==> config.mk <==
export PLATFORM = sky130hd
export DESIGN_NAME = mem_port_ctrl_flat
export DESIGN_NICKNAME = d
export VERILOG_FILES = /design/src/rtl/mem_ctrl_pkg.sv /design/src/rtl/mem_port_ctrl_if.sv /design/src/rtl/mem_port_ctrl_sweep_cnt.sv /design/src/rtl/mem_port_ctrl.sv /design/src/flat_wrapper.sv
export SDC_FILE = /design/constraint.sdc
export NUM_CORES = 1
export LEC_CHECK = 0
export ABC_CLOCK_PERIOD_IN_PS = 1400
export CAP_MARGIN = 10
export CORE_AREA = 2 2 83 85
export CTS_CLUSTER_SIZE = 25
export DETAILED_ROUTE_END_ITERATION = 6
export DIE_AREA = 0 0 85 87
export MAX_ROUTING_LAYER = met4
export PLACE_DENSITY_LB_ADDON = 0.12
export RECOVER_POWER = 50
export SYNTH_ARGS = -nofsm -noshare
export SYNTH_HDL_FRONTEND = slang
export SYNTH_SLANG_ARGS = --single-unit
==> constraint.sdc <==
create_clock -name Clock -period 1.4 [get_ports Clock]
set_input_delay 0.42 -clock Clock [delete_from_list [all_inputs] [get_ports Clock]]
set_output_delay 0.42 -clock Clock [all_outputs]
set_load 0.02 [all_outputs]
==> src/rtl/mem_ctrl_pkg.sv <==
// Shared definitions for the data-RAM port controller: default widths, op codes, FSM states.
// Range-clear support is selected by MEM_PORT_CTRL_RANGE_CLEAR_EN in the top module.
package mem_ctrl_pkg;

  localparam int ADDR_W_DEF = 10;
  localparam int DATA_W_DEF = 20;

  localparam logic [1:0] OP_LOAD  = 2'd0;
  localparam logic [1:0] OP_STORE = 2'd1;
  localparam logic [1:0] OP_CLEAR = 2'd2;

  typedef enum logic [2:0] {
    ST_IDLE  = 3'd0,
    ST_READ  = 3'd1,
    ST_WRITE = 3'd2,
    ST_SWEEP = 3'd3,
    ST_RESP  = 3'd4
  } state_t;

  // The reserved encoding falls back to a plain load.
  function automatic logic [1:0] decode_op(input logic [1:0] op);
    logic [1:0] res;
    case (op)
      OP_STORE: res = OP_STORE;
      OP_CLEAR: res = OP_CLEAR;
      default:  res = OP_LOAD;
    endcase
    return res;
  endfunction

endpackage

==> src/rtl/mem_port_ctrl_if.sv <==
// Request/response channel between the pipeline memory stage (master) and the
// data-RAM port controller (slave).
interface mem_port_ctrl_if
  import mem_ctrl_pkg::*;
#(
  parameter int ADDR_W = ADDR_W_DEF,
  parameter int DATA_W = DATA_W_DEF
) ();

  logic              Req_Valid;
  logic              Req_Ready;
  logic [1:0]        Req_Op;
  logic [ADDR_W-1:0] Req_Addr;
  logic [DATA_W-1:0] Req_Data;
  logic [ADDR_W-1:0] Req_Len;
  logic              Rsp_Valid;
  logic              Rsp_Ready;
  logic [DATA_W-1:0] Rsp_Data;

  modport master (
    output Req_Valid, Req_Op, Req_Addr, Req_Data, Req_Len, Rsp_Ready,
    input  Req_Ready, Rsp_Valid, Rsp_Data
  );

  modport slave (
    input  Req_Valid, Req_Op, Req_Addr, Req_Data, Req_Len, Rsp_Ready,
    output Req_Ready, Rsp_Valid, Rsp_Data
  );

endinterface

==> src/rtl/mem_port_ctrl_sweep_cnt.sv <==
// Loadable wrapping address counter plus remaining-word down-counter for range clears.
// Only instantiated when MEM_PORT_CTRL_RANGE_CLEAR_EN is defined.
module mem_sweep_cnt #(
  parameter int ADDR_W = 10
) (
  input  logic              clk,
  input  logic              rst_n,
  input  logic              load,
  input  logic [ADDR_W-1:0] load_addr,
  input  logic [ADDR_W-1:0] load_len,
  input  logic              en,
  output logic [ADDR_W-1:0] addr,
  output logic [ADDR_W-1:0] addr_next,
  output logic              done
);

  logic [ADDR_W-1:0] addr_r;
  logic [ADDR_W-1:0] rem_r;

  // Address wraps naturally at 2^ADDR_W; remaining count steps down alongside it.
  always_ff @(posedge clk or negedge rst_n) begin
    if (!rst_n) begin
      addr_r <= {ADDR_W{1'b0}};
      rem_r  <= {ADDR_W{1'b0}};
    end else if (load) begin
      addr_r <= load_addr;
      rem_r  <= load_len;
    end else if (en) begin
      addr_r <= addr_r + ADDR_W'(1);
      rem_r  <= rem_r - ADDR_W'(1);
    end
  end

  assign addr      = addr_r;
  assign addr_next = addr_r + ADDR_W'(1);
  assign done      = (rem_r == {ADDR_W{1'b0}});

endmodule

==> src/rtl/mem_port_ctrl.sv <==
// Initiator side of the data RAM: sequences load/store/clear requests onto the RAM pins.
// MEM_PORT_CTRL_RANGE_CLEAR_EN enables multi-word CLEAR sweeps; otherwise CLEAR zeros one word.
module mem_port_ctrl
  import mem_ctrl_pkg::*;
#(
  parameter int ADDR_W = ADDR_W_DEF,
  parameter int DATA_W = DATA_W_DEF
) (
  input  logic              Clock,
  input  logic              Reset_n,
  mem_port_ctrl_if.slave    bus,
  output logic [ADDR_W-1:0] Mem_Address,
  output logic              Mem_Load,
  output logic              Mem_Clear,
  output logic [DATA_W-1:0] Mem_DataIn,
  input  logic [DATA_W-1:0] Mem_DataOut
);

  state_t            state_r, state_n;
  logic              req_ready_r, req_ready_n;
  logic              rsp_valid_r, rsp_valid_n;
  logic [DATA_W-1:0] rsp_data_r, rsp_data_n;
  logic [ADDR_W-1:0] mem_address_r, mem_address_n;
  logic              mem_load_r, mem_load_n;
  logic              mem_clear_r, mem_clear_n;
  logic [DATA_W-1:0] mem_data_in_r, mem_data_in_n;

  logic              sweep_load_s;
  logic              sweep_en_s;
  logic              sweep_done_s;
  logic [ADDR_W-1:0] sweep_next_s;

`ifdef MEM_PORT_CTRL_RANGE_CLEAR_EN
  logic [ADDR_W-1:0] sweep_addr_s;
  logic              unused_sweep_s;

  mem_sweep_cnt #(.ADDR_W(ADDR_W)) u_sweep (
    .clk       (Clock),
    .rst_n     (Reset_n),
    .load      (sweep_load_s),
    .load_addr (bus.Req_Addr),
    .load_len  (bus.Req_Len),
    .en        (sweep_en_s),
    .addr      (sweep_addr_s),
    .addr_next (sweep_next_s),
    .done      (sweep_done_s)
  );

  assign unused_sweep_s = ^sweep_addr_s;
`else
  logic unused_sweep_s;

  // Single-word clear: the sweep ends after its first cycle.
  assign sweep_done_s   = 1'b1;
  assign sweep_next_s   = mem_address_r;
  assign unused_sweep_s = ^{sweep_load_s, sweep_en_s, bus.Req_Len};
`endif

  // RAM pins are computed one cycle ahead so every output comes straight from a flop.
  always_comb begin
    state_n       = state_r;
    req_ready_n   = req_ready_r;
    rsp_valid_n   = rsp_valid_r;
    rsp_data_n    = rsp_data_r;
    mem_address_n = mem_address_r;
    mem_load_n    = 1'b1;
    mem_clear_n   = 1'b0;
    mem_data_in_n = {DATA_W{1'b0}};
    sweep_load_s  = 1'b0;
    sweep_en_s    = 1'b0;
    case (state_r)
      ST_IDLE: begin
        req_ready_n = 1'b1;
        if (bus.Req_Valid && req_ready_r) begin
          req_ready_n   = 1'b0;
          mem_address_n = bus.Req_Addr;
          case (decode_op(bus.Req_Op))
            OP_STORE: begin
              state_n       = ST_WRITE;
              mem_load_n    = 1'b0;
              mem_data_in_n = bus.Req_Data;
            end
            OP_CLEAR: begin
              state_n      = ST_SWEEP;
              mem_clear_n  = 1'b1;
              sweep_load_s = 1'b1;
            end
            default: begin
              state_n = ST_READ;
            end
          endcase
        end else begin
          state_n = ST_IDLE;
        end
      end
      ST_READ: begin
        state_n     = ST_RESP;
        rsp_valid_n = 1'b1;
        rsp_data_n  = Mem_DataOut;
      end
      ST_WRITE: begin
        state_n     = ST_RESP;
        rsp_valid_n = 1'b1;
        rsp_data_n  = {DATA_W{1'b0}};
      end
      ST_SWEEP: begin
        if (sweep_done_s) begin
          state_n     = ST_RESP;
          rsp_valid_n = 1'b1;
          rsp_data_n  = {DATA_W{1'b0}};
        end else begin
          sweep_en_s    = 1'b1;
          mem_clear_n   = 1'b1;
          mem_address_n = sweep_next_s;
        end
      end
      ST_RESP: begin
        if (bus.Rsp_Ready) begin
          state_n     = ST_IDLE;
          rsp_valid_n = 1'b0;
          req_ready_n = 1'b1;
        end else begin
          state_n = ST_RESP;
        end
      end
      default: begin
        state_n     = ST_IDLE;
        req_ready_n = 1'b1;
        rsp_valid_n = 1'b0;
      end
    endcase
  end

  // Reset forces Mem_Load high and Mem_Clear low immediately so no stray write/clear lands.
  always_ff @(posedge Clock or negedge Reset_n) begin
    if (!Reset_n) begin
      state_r       <= ST_IDLE;
      req_ready_r   <= 1'b1;
      rsp_valid_r   <= 1'b0;
      rsp_data_r    <= {DATA_W{1'b0}};
      mem_address_r <= {ADDR_W{1'b0}};
      mem_load_r    <= 1'b1;
      mem_clear_r   <= 1'b0;
      mem_data_in_r <= {DATA_W{1'b0}};
    end else begin
      state_r       <= state_n;
      req_ready_r   <= req_ready_n;
      rsp_valid_r   <= rsp_valid_n;
      rsp_data_r    <= rsp_data_n;
      mem_address_r <= mem_address_n;
      mem_load_r    <= mem_load_n;
      mem_clear_r   <= mem_clear_n;
      mem_data_in_r <= mem_data_in_n;
    end
  end

  assign bus.Req_Ready = req_ready_r;
  assign bus.Rsp_Valid = rsp_valid_r;
  assign bus.Rsp_Data  = rsp_data_r;
  assign Mem_Address   = mem_address_r;
  assign Mem_Load      = mem_load_r;
  assign Mem_Clear     = mem_clear_r;
  assign Mem_DataIn    = mem_data_in_r;

endmodule

==> src/flat_wrapper.sv <==
// flat-port wrapper written by rule: the top's interface ports become plain ports
module mem_port_ctrl_flat import mem_ctrl_pkg::*;
#(
  parameter int ADDR_W = ADDR_W_DEF,
  parameter int DATA_W = DATA_W_DEF
)
  (Clock, Reset_n, Mem_Address, Mem_Load, Mem_Clear, Mem_DataIn, Mem_DataOut, bus_Req_Valid, bus_Req_Op, bus_Req_Addr, bus_Req_Data, bus_Req_Len, bus_Rsp_Ready, bus_Req_Ready, bus_Rsp_Valid, bus_Rsp_Data);
  mem_port_ctrl_if #(.ADDR_W(ADDR_W), .DATA_W(DATA_W)) bus_i ();
  input  logic Clock;
  input  logic Reset_n;
  output logic [ADDR_W-1:0] Mem_Address;
  output logic Mem_Load;
  output logic Mem_Clear;
  output logic [DATA_W-1:0] Mem_DataIn;
  input  logic [DATA_W-1:0] Mem_DataOut;
  input wire logic [$bits(bus_i.Req_Valid)-1:0] bus_Req_Valid;
  input wire logic [$bits(bus_i.Req_Op)-1:0] bus_Req_Op;
  input wire logic [$bits(bus_i.Req_Addr)-1:0] bus_Req_Addr;
  input wire logic [$bits(bus_i.Req_Data)-1:0] bus_Req_Data;
  input wire logic [$bits(bus_i.Req_Len)-1:0] bus_Req_Len;
  input wire logic [$bits(bus_i.Rsp_Ready)-1:0] bus_Rsp_Ready;
  output wire logic [$bits(bus_i.Req_Ready)-1:0] bus_Req_Ready;
  output wire logic [$bits(bus_i.Rsp_Valid)-1:0] bus_Rsp_Valid;
  output wire logic [$bits(bus_i.Rsp_Data)-1:0] bus_Rsp_Data;
  assign bus_i.Req_Valid = bus_Req_Valid;
  assign bus_i.Req_Op = bus_Req_Op;
  assign bus_i.Req_Addr = bus_Req_Addr;
  assign bus_i.Req_Data = bus_Req_Data;
  assign bus_i.Req_Len = bus_Req_Len;
  assign bus_i.Rsp_Ready = bus_Rsp_Ready;
  assign bus_Req_Ready = bus_i.Req_Ready;
  assign bus_Rsp_Valid = bus_i.Rsp_Valid;
  assign bus_Rsp_Data = bus_i.Rsp_Data;
  mem_port_ctrl #(.ADDR_W(ADDR_W), .DATA_W(DATA_W)) u_core (.Clock(Clock), .Reset_n(Reset_n), .bus(bus_i), .Mem_Address(Mem_Address), .Mem_Load(Mem_Load), .Mem_Clear(Mem_Clear), .Mem_DataIn(Mem_DataIn), .Mem_DataOut(Mem_DataOut));
endmodule
# Yosys cells after proc, flatten, opt, wreduce, memory -nomap -nowiden
# Index checks and enable logic that the tools add are counted.
[totals]
register_bits = 57
input_bits = 66
out_inout_bits = 54
elab_cells = 49
[classes]
eq_ne = 9
muxes = 22
bitwise_logic = 2
n_reduce_logical = 8
[ops]
columns = ["cell", "count"]
rows = [
  ["20-bit two-way mux", 3],
  ["20-bit one-hot mux with 2 select lines", 1],
  ["1-bit two-way mux", 9],
  ["3-bit one-hot mux with 3 select lines", 1],
  ["2-bit one-hot mux with 2 select lines", 2],
  ["3-bit by 2-bit == test with 1-bit output (second input constant)", 2],
  ["2-bit two-way mux", 3],
  ["1-bit one-hot mux with 3 select lines", 2],
  ["2-bit AND reduction", 3],
  ["2-bit by 1-bit == test with 1-bit output (second input constant)", 2],
  ["2-bit == test (second input constant)", 2],
  ["3-bit by 1-bit == test with 1-bit output (second input constant)", 1],
  ["3-bit == test (second input constant)", 1],
  ["3-bit logical NOT", 1],
  ["3-bit two-way mux", 1],
  ["3-bit OR reduction", 1],
  ["2-bit inequality test (second input constant)", 1],
  ["1-bit NOT", 2],
  ["2-bit nonzero test", 1],
  ["2-bit OR reduction", 1],
  ["1-bit logical AND", 1],
]

# Logic depth before layout (Yosys ltp)
# Gate-level depths: netlist (run 1).
[depth]
word_depth = 8
mapped_depth = 4
ltp_nobuf = 3

# Worst setup path after synthesis (run 1)
# No wires, ideal clock.
[synth_path]
kind = "reg2reg"
start = "register u_core.req_ready_r, in the netlist u_core.bus.Req_Ready"
end = "register u_core.mem_address_r[5], in the netlist u_core.Mem_Address[5]"
setup_ns = 0.125
arrival_time_ns = 1.514
t_required_ns = 1.275
setup_slack_ns = -0.239
path_stages_with_launch = 5
n_path_buf = 1
synth_period_minus_slack_ns = 1.639
path_cell_list = "dfstp_2 > nand2_1 > nor4_4 > buf_6 > mux2_2"
[synth_between]
elab_chain_cells = 2
[synth_lines]
columns = ["item", "line_no", "source"]
rows = [
  ["start, declared", "mem_port_ctrl.sv:20", "logic req_ready_r, req_ready_n;"],
  ["start signal, assigned", "mem_port_ctrl.sv:147", "req_ready_r <= req_ready_n;"],
  ["1-bit logical AND", "mem_port_ctrl.sv:74", "if (bus.Req_Valid && req_ready_r) begin"],
  ["2-bit AND reduction (no line)", "-", ""],
  ["end signal, assigned", "mem_port_ctrl.sv:141", "mem_address_r <= {ADDR_W{1'b0}};"],
  ["end signal, assigned", "mem_port_ctrl.sv:150", "mem_address_r <= mem_address_n;"],
  ["end, declared", "mem_port_ctrl.sv:23", "logic [ADDR_W-1:0] mem_address_r, mem_address_n;"],
]
# Every way passes these cells.
# A chain may end at the register's enable or synchronous reset.

# Worst setup path in the final report (run 1)
[layout_path]
start = "register u_core.req_ready_r, in the netlist u_core.bus.Req_Ready"
end = "register u_core.mem_address_r[2], in the netlist u_core.Mem_Address[2]"
# Same word-level chain as after synthesis.

==> flow_summary.yaml, run 1 <==
synth:
  synth_cell_type_count: 19
  syn_inst: 177
  syn_area_mm2: 0.002152
  synthesis.nets: 246
  yosysWarnings: 0
  avgSynthCellArea_um2: 12.16
  synth_seq_cells: 57
  ys_seq_area_share_pct: 66.40
global_routing:
  antenna_found_initial: 0
  grt_pass1_vias: 1766
  grt_start_max_net_pins: 41
  overflow: 0
  grt_pass1_wl_mm: 7.990
  grt.total_usage_pct: 14.39
route:
  drt-total-wl_mm: 4.947
  vias_per_cell: 4.440
  drtPass1Iterations: 4
  drc: 0
  ant_nets: 0
  drt-initial-drc-count: 24
  vias: 1705
  post_drt_wl_per_cell_um: 12.88
clock_tree:
  cts_buffers: 9
  cts.sinks: 57
  htreeDepth: 3
  cts_root_buf: "clkbuf_8"
  clkLatencyLatePin_ps: 330
  post_cts_buffers: 0
  clk_pin_slew_ps: 60
  cts_tree: "yes"
  cts_buffer_depth: 2
timing:
  period_needed_ps: 1476
  final_hold_viol_count: 0
  maxSlewViolCount: 0
  setup_slack_ps: -76.23
  rsz0062_at_grt: "yes"
  setup_viol: 19
  hold_slack_ps: 473.9
  relSlewSlack_pct: 69.13
  tns_ps: -762.3
  worstMarginPinSlew_ps: 463.1
  min_period_over_period_pct: 105.4
  fmax_mhz: 677.4
  finalClockSkew_ps: 4.387
setup_path:
  path_cells: "buf_6 -> nand2_4 -> nor4_4 -> buf_12 -> mux2_2"
  path_max_fanout: 11
  cp_slowest_cell: "dfstp_2"
  end_kind: "flip-flop"
  startpoint_type: "flip-flop"
  path_buf_inv: 2
  crit_type: "reg2reg"
  crit_required_ps: 1610
  critPathArrivalTime_ps: 1690
  critPathTopFamily: "flip-flops"
  max_stage_delay_ps: 530
cells_and_area:
  area_growth_syn_to_layout_pct: 62.15
  finalNetCount: 369
  drive_gt1_share_pct: 31.91
  n_antenna_cell: 0
  instances_no_fill: 384
pwr:
  power_density_mw_per_mm2: 1869
  p_leak_nw: 1.733
  ir_drop_mv: 0.8852
  total_power_mw: 6.524
floorplanning:
  rows: 30
  start_util_pct: 32.76
  die_w_um: 85
  ioPinCount: 120
  die_y_um: 87
  die-area_mm2: 0.007395
  core_area_mm2: 0.006569
placement:
  gp_congestion: 0.6585
  dp.final_hpwl_mm: 3.516
  io_buffers: 109
  dp.cells: 368
run_status:
  violations: "setup timing"
  outcome: "complete, but fails checks"
flow_run:
  max-cap-violations: 0
min_path:
  hp-class: "reg2reg"
==> cell usage in the layout (no fill, tap or decap), types with 3 or more instances in the layout <==
cell type / instances
and3_1: 20
buf_12: 3
buf_2: 39
buf_4: 6
buf_6: 3
clkbuf_8: 10
clkdlybuf4s15_2: 14
clkdlybuf4s50_1: 54
dfrtp_1: 55
ha_1: 3
inv_1: 4
mux2_2: 10
nand2_1: 21
nand2b_1: 20
o21ai_0: 20
==> what timing repair did <==
action	4_1_cts	5_1_grt
hold buffers	1	0
endpoints found under the setup margin	87	61
endpoints found under the hold margin	7	0
resized for setup	181	27
==> kinds of logic (layout without fill, tap and decap cells) <==
logic type	Yosys count	after routing	synth area share, %
adders and majority gates	3	3	1.744
AOI/OAI and AO/OA	24	24	5.698
buffers and inverters	15	142	3.081
muxes	10	10	5.233
DFF	57	57	66.40
and+or+nand+nor	68	68	17.85
==> sequential cells by signal, summed over array words and instances, names as in the netlist <==
name and count:
u_core.Mem_DataIn 20, u_core.bus.Rsp_Data 20, u_core.Mem_Address 10, u_core.state_r 3, u_core.Mem_Clear 1, u_core.Mem_Load 1
u_core.bus.Req_Ready 1, u_core.bus.Rsp_Valid 1
==> final timing paths <==
| check | start | end | slack, ps | cells after the start |
|---|---|---|---|---|
| max reg2reg | u_core.bus.Req_Ready | u_core.Mem_Address[2] | -80 | 5 |
| max | u_core.bus.Req_Ready | u_core.Mem_Address[2] | -80 | 5 |
| min | u_core.bus.Rsp_Data[2] | u_core.bus.Rsp_Data[2] | 470 | 2 |
| max in group asynchronous | Reset_n | u_core.bus.Req_Ready | 70 | 3 |
| min in group asynchronous | Reset_n | u_core.bus.Rsp_Data[4] | 560 | 2 |
| min reg2reg | u_core.bus.Rsp_Data[2] | u_core.bus.Rsp_Data[2] | 470 | 2 |
==> layout make-up <==
| cell class | instances | area, um2 |
|---|---|---|
| Timing Repair Buffer | 123 | 1057 |
| Inverter | 4 | 15.01 |
| Multi-Input combinational cell | 105 | 670.6 |
| Fill cell | 605 | 3079 |
| Clock buffer | 10 | 137.6 |
| Tap cell | 80 | 100.1 |
| Clock inverter | 5 | 80.08 |
| Sequential cell | 57 | 1429 |
==> synth_stat cells <==
| cell | number | area [um2] |
|---|---|---|
| o21ai_0 | 21 | 105.1 |
| nor4_4 | 1 | 21.27 |
| o21bai_1 | 1 | 7.510 |
| or3_1 | 1 | 6.260 |
| ha_1 | 3 | 37.54 |
| mux2_2 | 10 | 112.6 |
| buf_6 | 1 | 11.26 |
| dfrtp_1 | 55 | 1376 |
| clkbuf_1 | 8 | 30.03 |
| inv_1 | 4 | 15.01 |
| and2_1 | 1 | 6.260 |
| nor2b_1 | 2 | 12.51 |
| and3_1 | 20 | 125.1 |
| nand2_1 | 22 | 82.58 |
| dfstp_2 | 2 | 52.55 |
| clkbuf_2 | 2 | 10.01 |
| a21oi_1 | 2 | 10.01 |
| nand2b_1 | 20 | 125.1 |
| nor3_1 | 1 | 5.000 |
==> stage by stage <==
| step | instance area [um2] | setup slack, ps | utilization, % |
|---|---|---|---|
| after floorplan | 2155 | -218.3 | - |
| after global placement | 3466 | -369.8 | 52.76 |
| after detailed placement | 3466 | -378.5 | 52.76 |
| after CTS | 3689 | -84.22 | 56.15 |
| after global routing | 3490 | -127.3 | 53.12 |
| final | 3490 | -76.23 | 53.12 |
==> worst reg2reg max path, cell delays in order, from the launching register on <==
cell     delay, ps
dfstp_2        530
buf_6          100
nand2_4         40
nor4_4         180
buf_12         180
mux2_2         330
==> where the power goes <==
group / switching [mW] / leakage, nW / total, mW / internal (mW)
sequential: 0.243 / 0.730 / 2.42 / 2.17
clock: 0.633 / 0.104 / 1.67 / 1.04
combinational: 1.39 / 0.899 / 2.44 / 1.05
total: 2.27 / 1.73 / 6.52 / 4.26
==> layer usage <==
layer | track usage [%] | part of all wire (%) | up-vias | routed length (um)
met2 | 22.16 | 47 | 73 | 2332
li1 | - | - | 829 | -
met4 | 7.792 | 1.9 | 0 | 95
met3 | 5.213 | 9.1 | 9 | 448
met5 | - | 0 | - | 0
met1 | 16.42 | 42 | 794 | 2071
Power figures use the tool's default switching activity.
==> run 2, diff against run 1 <==
Settings changed: ABC_CLOCK_PERIOD_IN_PS 1400 to not set.
==> results of run 2 <==
The final DEF is identical to that of run 1; final timing and power are the same.
